$ cat src/rtl/instr_fetch_seq.sv
// Instruction fetch and sequencing stage: owns the PC, fetches words into an
// instruction register and issues decoded fields to the datapath.
module instr_fetch_seq #(
  parameter int PC_W  = 8,
  parameter int CNT_W = 16
) (
  input  logic             clk,
  input  logic             rst,
  output logic             imem_req,
  output logic [PC_W-1:0]  imem_addr,
  input  logic             imem_ready,
  input  logic [31:0]      imem_rdata,
  output logic [7:0]       opcode,
  output logic [3:0]       rd,
  output logic [3:0]       rs,
  output logic [15:0]      imm,
  output logic             issue_valid,
  input  logic             issue_ready,
  input  logic             jump,
  input  logic             halt,
  output logic [PC_W-1:0]  pc,
  output logic             halted,
  output logic [CNT_W-1:0] retired
);

  typedef enum logic [1:0] {
    S_FETCH  = 2'd0,
    S_ISSUE  = 2'd1,
    S_HALTED = 2'd2
  } state_t;

  state_t      state;
  logic [31:0] ir;
  logic        fetching;

  // The request is gated by rst so no fetch is presented during reset.
  assign imem_req  = fetching & ~rst;
  assign imem_addr = pc;
  assign opcode    = ir[31:24];
  assign rd        = ir[23:20];
  assign rs        = ir[19:16];
  assign imm       = ir[15:0];

  // Single sequencing FSM; halt wins over jump, jump over sequential advance.
  always_ff @(posedge clk) begin
    if (rst) begin
      state       <= S_FETCH;
      pc          <= '0;
      ir          <= '0;
      fetching    <= 1'b1;
      issue_valid <= 1'b0;
      halted      <= 1'b0;
      retired     <= '0;
    end else begin
      case (state)
        S_FETCH: begin
          if (imem_ready) begin
            ir          <= imem_rdata;
            fetching    <= 1'b0;
            issue_valid <= 1'b1;
            state       <= S_ISSUE;
          end
        end
        S_ISSUE: begin
          if (issue_ready) begin
            issue_valid <= 1'b0;
            if (retired != {CNT_W{1'b1}}) begin
              retired <= retired + CNT_W'(1);
            end
            if (halt) begin
              halted <= 1'b1;
              state  <= S_HALTED;
            end else begin
              if (jump) begin
                pc <= imm[PC_W-1:0];
              end else begin
                pc <= pc + PC_W'(1);
              end
              fetching <= 1'b1;
              state    <= S_FETCH;
            end
          end
        end
        S_HALTED: begin
          state <= S_HALTED;
        end
        default: begin
          state <= S_FETCH;
        end
      endcase
    end
  end

endmodule

$ cat config.mk
export PLATFORM = sky130hd
export DESIGN_NAME = instr_fetch_seq
export DESIGN_NICKNAME = d
export VERILOG_FILES = /design/src/rtl/instr_fetch_seq.sv
export SDC_FILE = /design/constraint.sdc
export NUM_CORES = 1
export LEC_CHECK = 0
export CORE_MARGIN = 4
export CORE_UTILIZATION = 25
export CTS_BUF_LIST = sky130_fd_sc_hd__clkbuf_4 sky130_fd_sc_hd__clkbuf_8
export CTS_CLUSTER_DIAMETER = 40
export DETAILED_ROUTE_END_ITERATION = 8
export RECOVER_POWER = 100
export SLEW_MARGIN = 25
export SYNTH_ARGS = -nofsm -noshare
export SYNTH_HDL_FRONTEND = slang
export SYNTH_SLANG_ARGS = --single-unit
$ cat constraint.sdc
create_clock -name clk -period 2.18 [get_ports clk]
set_clock_uncertainty 0.05 [all_clocks]
set_input_delay 0.218 -clock clk [delete_from_list [all_inputs] [get_ports clk]]
set_output_delay 0.218 -clock clk [all_outputs]
set_load 0.005 [all_outputs]
==> results.sh <==
export IMPL_cts_hold_buf=0
export IMPL_slew_limit_headroom_pct=52.1
export IMPL_worstPathArrival_ps=2180
export IMPL_rsz0062_at_grt="false"
export IMPL_yosysWarnings=0
export IMPL_firstDrtPassIters=6
export IMPL_fin_crit_ps=1950
export IMPL_post_synth_num_cell_types=45
export IMPL_worstSetupEndpointType="register"
export IMPL_muxShareOfSynthArea_pct=1.18
export IMPL_antenna_cells=0
export IMPL_hold_viol=0
export IMPL_cap_violations=0
export IMPL_synth_simple_gate_area_share_pct=26.4
export IMPL_via_per_inst=4.77
export IMPL_fp_dieW_um=111
export IMPL_synth_commonest_cells="nand2_1 (82), dfxtp_1 (61), a21oi_1 (53)"
export IMPL_synthAdderAreaFrac_pct=0.944
export IMPL_wirelength_um=7750
export IMPL_clock_root_buffer="clkbuf_8"
export IMPL_grt_max_degree=42
export IMPL_syn_inst=330
export IMPL_cp_start_kind="primary input"
export IMPL_dpl_cell_count=551
export IMPL_synth_area_um2=2650
export IMPL_core_area_um2=10300
export IMPL_io_pins=105
export IMPL_layout_drive_gt1_share_pct=7.19
export IMPL_synth_area_leader_cell="dfxtp_1"
export IMPL_io_buffers=104
export IMPL_cts_setup_buffers=0
export IMPL_fin_tns_setup_ps=0
export IMPL_synth_area_leaders="dfxtp_1 (46%), nand2_1 (12%), a21oi_1 (10%)"
export IMPL_cts_resized=0
export IMPL_gp_congestion=0.782
export IMPL_initial_core_util_pct=25.7
export IMPL_seq_area_frac_synth_pct=46.1
export IMPL_synthArstFlopShare_pct=0
export IMPL_max_freq_ghz=0.512
export IMPL_drc=0
export IMPL_cp_startpoint="issue_ready"
export IMPL_r2r_start="state[0]"
export IMPL_synth_top_area_share_pct=46.1
export IMPL_dp_hpwl_um=5450
export IMPL_area_growth_pct=51.3
export IMPL_p_leak_uw=0.00159
export IMPL_tritoncts="done"
export IMPL_critPathRequiredTime_ps=2410
export IMPL_yosysMostFrequentCell="nand2_1"
export IMPL_tightest_slew_ps=718
export IMPL_synth_edf_count=0
export IMPL_power_density_nw_per_um2=686
export IMPL_min_path_type="in -> reg"
export IMPL_worstHoldStart="rst"
export IMPL_insertion_delay_ps=340
export IMPL_finalNetCount=466
export IMPL_antenna_left=0
export IMPL_path_max_fanout=11
export IMPL_finalSetupViolCount=0
export IMPL_std_cell_rows=37
export IMPL_clock_sinks=61
export IMPL_numCtsBuffers=9
export IMPL_clk_pin_slew_ps=80
export IMPL_final_period_utilization_pct=89.6
export IMPL_dr_total_vias=2703
export IMPL_grt_overflow=0
export IMPL_ir_worst_vdd_mv=0.348
export IMPL_critPathKind="in -> reg"
export IMPL_maxSlewViolCount=0
export IMPL_grt_first_pass_wirelength_um=12500
export IMPL_synth_compound_area_share_pct=19.7
export IMPL_grtUsageTotal_pct=12.3
export IMPL_status="completed"
export IMPL_syn_nets=370
export IMPL_drt_iter0_drc=105
export IMPL_avgRoutedWirePerCell_um=13.7
export IMPL_antenna_found_initial=0
export IMPL_clk_path_buf_depth=2
export IMPL_die_y_um=111
export IMPL_ys_ff_latch=61
export IMPL_h_tree_depth=3
export IMPL_synthXorXnorAreaFrac_pct=0
export IMPL_synthFlopType="dfxtp_1"
export IMPL_die_area_um2=12300
export IMPL_synth_top_family_by_area="simple AND/OR/NAND/NOR gates"
export IMPL_first_global_vias=2540
export IMPL_final_cells=567
export IMPL_syn_avg_cell_area_um2=8.03
==> power by group <==
part | total [µW] | internal, µW | switching [µW]
sequential | 1190 | 1160 | 29.9
clock | 1260 | 789 | 475
combinational | 298 | 162 | 136
total | 2750 | 2110 | 641
==> state kept, by name, indices dropped and copies added, names as in the netlist <==
name	flops
issue_valid	1
state	2
fetching	1
retired	16
ir	32
halted	1
imem_addr	8
==> logic make-up after synthesis <==
logic type               Yosys count
flip-flops                        61
AO/OA/AOI/OAI                     90
multiplexers                       3
adder cells (fa/ha/maj)            2
AND/OR/NAND/NOR                  144
buffers and inverters             30
==> area by class of cell <==
| cell class | count | area [µm²] |
|---|---|---|
| well taps | 136 | 170 |
| clock buffers | 10 | 138 |
| inverters | 3 | 11.3 |
| fillers | 1066 | 6310 |
| repair buffers | 112 | 1090 |
| clock inverters | 6 | 110 |
| multi-input cells | 239 | 1270 |
| flip-flops and latches | 61 | 1220 |
==> cells in the final DEF, fill, tap and decap left out, types with 3 or more instances in the layout <==
master	n
o41ai_1	4
a21oi_1	53
and3_1	4
nand2_1	82
o21ai_0	13
inv_1	3
o31ai_1	8
nand4_1	4
nand3_1	9
nor2_1	12
dlygate4sd3_1	68
clkbuf_8	10
or3_1	4
nor3_1	5
or4_1	6
bufinv_16	3
dfxtp_1	61
buf_4	6
clkdlybuf4s50_1	35
==> path summary, 6_finish.rpt <==
| path | end | slack (ps) | cells past startpoint |
|---|---|---|---|
| setup / recovery | retired[10] | 230 | 5 |
| setup reg to reg | retired[10] | 300 | 4 |
| hold reg to reg | ir[24] | 400 | 2 |
| hold / removal | imem_addr[0] | 300 | 3 |
==> through the flow <==
stage	setup slack [ps]	utilization (%)	power, µW	hold slack, ps	area, µm²
finish	226	38.8	2750	296	4010
global route	142	38.8	2880	292	4010
CTS	342	39.0	2820	283	4020
detailed placement	154	36.6	1540	397	3780
global placement	223	36.6	1540	391	3780
floorplan	567	-	1340	304	2650
==> per-layer routing <==
metal  part of all wire, %  GRT usage [%]
met1                    45           14.5
met2                    46           19.5
met3                   8.8           6.71
met4                  0.67           2.96
met5                     0              0
==> worst max-delay path: stages <==
cell and delay [ps]:
dlygate4sd3_1 620, and3b_1 470, o211ai_1 270, or4_1 450, a21oi_1 140
(Power assumes the default switching activity.)
==> RTL change, RTL diff (same flow settings) <==
`PC_W`: 8 -> 12.
--- a/src/rtl/instr_fetch_seq.sv
+++ b/src/rtl/instr_fetch_seq.sv
@@ -3,3 +3,3 @@
 module instr_fetch_seq #(
-  parameter int PC_W  = 8,
+  parameter int PC_W  = 12,
   parameter int CNT_W = 16
Interface: changed (resized imem_addr and pc); port bits go from 105 to 113. No check against the original RTL was run, so the function may have changed too.
==> RTL change against the unedited design <==
Sequential cell count grew 4; critical path type is now flop to flop; largest cell class unchanged; register-to-register slack lost 0.13 ns; setup slack worse by 0.053 ns; synthesized area up 11%; total power decreased by 6.1%; synthesized cell count grew 11%; critical endpoint is now retired[12]$_SDFFE_PP0P_; routed wire length grew 12%; design area up 8.4%; largest power group is now sequential cells.
==> RTL change: results (changes against the unedited design) <==
| Metric | Value |
|---|---|
| Outcome | finished clean (unchanged) |
| Via count | 2949 (was 2703) |
| CP endpoint kind | flop (unchanged) |
| Crit path max-delay cell type | or4_4 (was dlygate4sd3_1) |
| MaxCap Viol Count | 0 (unchanged) |
| Syn Nets | 406 (was 370) |
| Routed len/inst | 14.0 um (was 13.7 um) |
| Post-Layout Cell Count | 619 (was 567) |
| H-tree levels | 3 (unchanged) |
| Clk root buf | clkbuf_8 (unchanged) |
| Port buffer count | 112 (was 104) |
| R2r setup slk | 0.17 ns (was 0.30 ns) |
| Relative slew slack | 0.542 (was 0.521) |
| Worst-case reg-to-reg path depth | 5 (was 4) |
| Critical Path Source | retired[1]$_SDFFE_PP0P_ (was issue_ready) |
| Ys async rst share | 0 (unchanged) |
| Largest net degree at the start of global routing | 34 (was 42) |
| Vias in the first global route | 2703 (was 2540) |
| Antenna diodes | 0 (unchanged) |
| Placer congestion estimate | 0.778 (was 0.782) |
| Leakage Power | 1.74 nW (was 1.59 nW) |
| Crit path max fanout | 5 (was 11) |
| Int Pwr | 0.00190 W (was 0.00211 W) |
| Number of buffers created by CTS | 9 (unchanged) |
| Post-synthesis sequential area ratio | 0.443 (was 0.461) |
| YS warnings | 0 (unchanged) |
| # placed instances | 603 (was 551) |
| Nets@finish | 511 (was 466) |
| RR Startpoint | retired[1]$_SDFFE_PP0P_ (was state[0]$_SDFFE_PP0P_) |
| Most frequent cells after synthesis | 79 x nand2_1, 65 x dfxtp_1, 53 x a21oi_1 (was 82 x nand2_1, 61 x dfxtp_1, 53 x a21oi_1) |
| Synth cell types | 48 (was 45) |
| First-pass GRT wire length | 13900 um (was 12500 um) |
| Initial DRT Pass Iterations | 5 (was 6) |
| Main area contributors after synthesis | dfxtp_1 44%, nand2_1 10%, a21oi_1 9.0%, buf_4 3.3%, clkbuf_1 2.6% (was dfxtp_1 46%, nand2_1 12%, a21oi_1 10%, o21ai_0 2.5%, buf_4 2.3%) |
| Final hold violations | 0 (unchanged) |
| CP max stage delay | 0.54 ns (was 0.62 ns) |
| DPL Wire Length | 6370 um (was 5450 um) |
| Post-Syn Instances | 366 (was 330) |
| Share of post-route cells with drive strength above 1 | 0.0819 (was 0.0719) |
| Total track usage | 0.128 (was 0.123) |
| Postcts setup bufs | 0 (unchanged) |
| Area after DPL | 4200 um^2 (was 3780 um^2) |
| Worst hold path type | primary input to flop (unchanged) |
| Antenna violations before repair | 0 (unchanged) |
| CP arrival | 2.23 ns (was 2.18 ns) |
| DR iter-0 viols | 149 (was 105) |
| Crit Reg-Reg Endpoint | retired[12]$_SDFFE_PP0P_ (was retired[10]$_SDFFE_PP0P_) |
| IR drop worst, VDD | 0.465 mV (was 0.348 mV) |
## RTL change: changes by cell type in the layout (fill, tap and decap cells not counted), moves of 5 or more
| cell | before | now |
|---|---|---|
| o21bai_1 | 0 | 5 |
| clkbuf_1 | 1 | 6 |
| nor2_1 | 12 | 18 |
| dlygate4sd3_1 | 68 | 74 |
| o21ai_0 | 13 | 8 |
| or4_1 | 6 | 1 |
## RTL change: per-layer routing
| layer | part of all wire | vias up | global-route usage |
|---|---|---|---|
| li1 | - | 1494 | - |
| met5 | 0 | - | 0 |
| met1 | 0.44 | 1344 | 0.167 |
| met3 | 0.084 | 6 | 0.0508 |
| met2 | 0.47 | 105 | 0.198 |
| met4 | 0.0043 | 0 | 0.0286 |
## RTL change: final cells by class
type,count,area (um^2)
Timing Repair Buffer,129,1220
Multi-Input combinational cell,263,1450
Clock inverter,5,37.5
Tap cell,143,179
Sequential cell,65,1300
Inverter,3,11.3
Fill cell,1189,7120
Clock buffer,11,151
## RTL change: tightest hold or removal path: stages
cell	delay [ns]
buf_2	0.13
buf_4	0.23
a21oi_1	0.05
## RTL change: power by group through the flow
stage | registers (W) | clock network [W] | logic [W]
after CTS | 0.00128 | 0.00103 | 0.000366
after global routing | 0.00128 | 0.00107 | 0.000374
final | 0.00127 | 0.000977 | 0.000334
after floorplan | 0.00130 | 0 | 0.000147
after detailed placement | 0.00130 | 0 | 0.000364
after global placement | 0.00130 | 0 | 0.000362
## RTL change: through the flow
stage / setup slack (ns) / setup TNS [ns] / util
after floorplan: 0.163 / 0 / -
after global placement: -0.00438 / -0.00438 / 0.366
after detailed placement: 0.0163 / 0 / 0.366
after CTS: 0.118 / 0 / 0.382
after global routing: 0.0296 / 0 / 0.379
final: 0.173 / 0 / 0.379
## RTL change: cells by family after synthesis
kind of cell | synth area share
buf+inv | 0.0656
compound gates | 0.186
flops | 0.443
simple gates | 0.271
mux | 0.0255
fa+ha+maj | 0.00851
## RTL change: how the worst min path moves through the flow
stage	from	cells past startpoint	slack (ns)	endpoint
2_1_floorplan	imem_rdata[12]	2	0.30	ir[12]$_SDFFE_PP0P_
3_3_place_gp	ir[15]$_SDFFE_PP0P_	2	0.39	ir[15]$_SDFFE_PP0P_
3_5_place_dp	ir[29]$_SDFFE_PP0P_	2	0.40	ir[29]$_SDFFE_PP0P_
4_1_cts	rst	3	0.27	ir[10]$_SDFFE_PP0P_
5_1_grt	rst	3	0.28	ir[5]$_SDFFE_PP0P_
6_report	rst	3	0.30	ir[8]$_SDFFE_PP0P_
## RTL change: timing repair
item | 4_1_cts | 5_1_grt
setup endpoints to repair | 0 | 2
resized for setup | 0 | 2
hold endpoints to repair | 0 | 0
hold buffers | 0 | 0
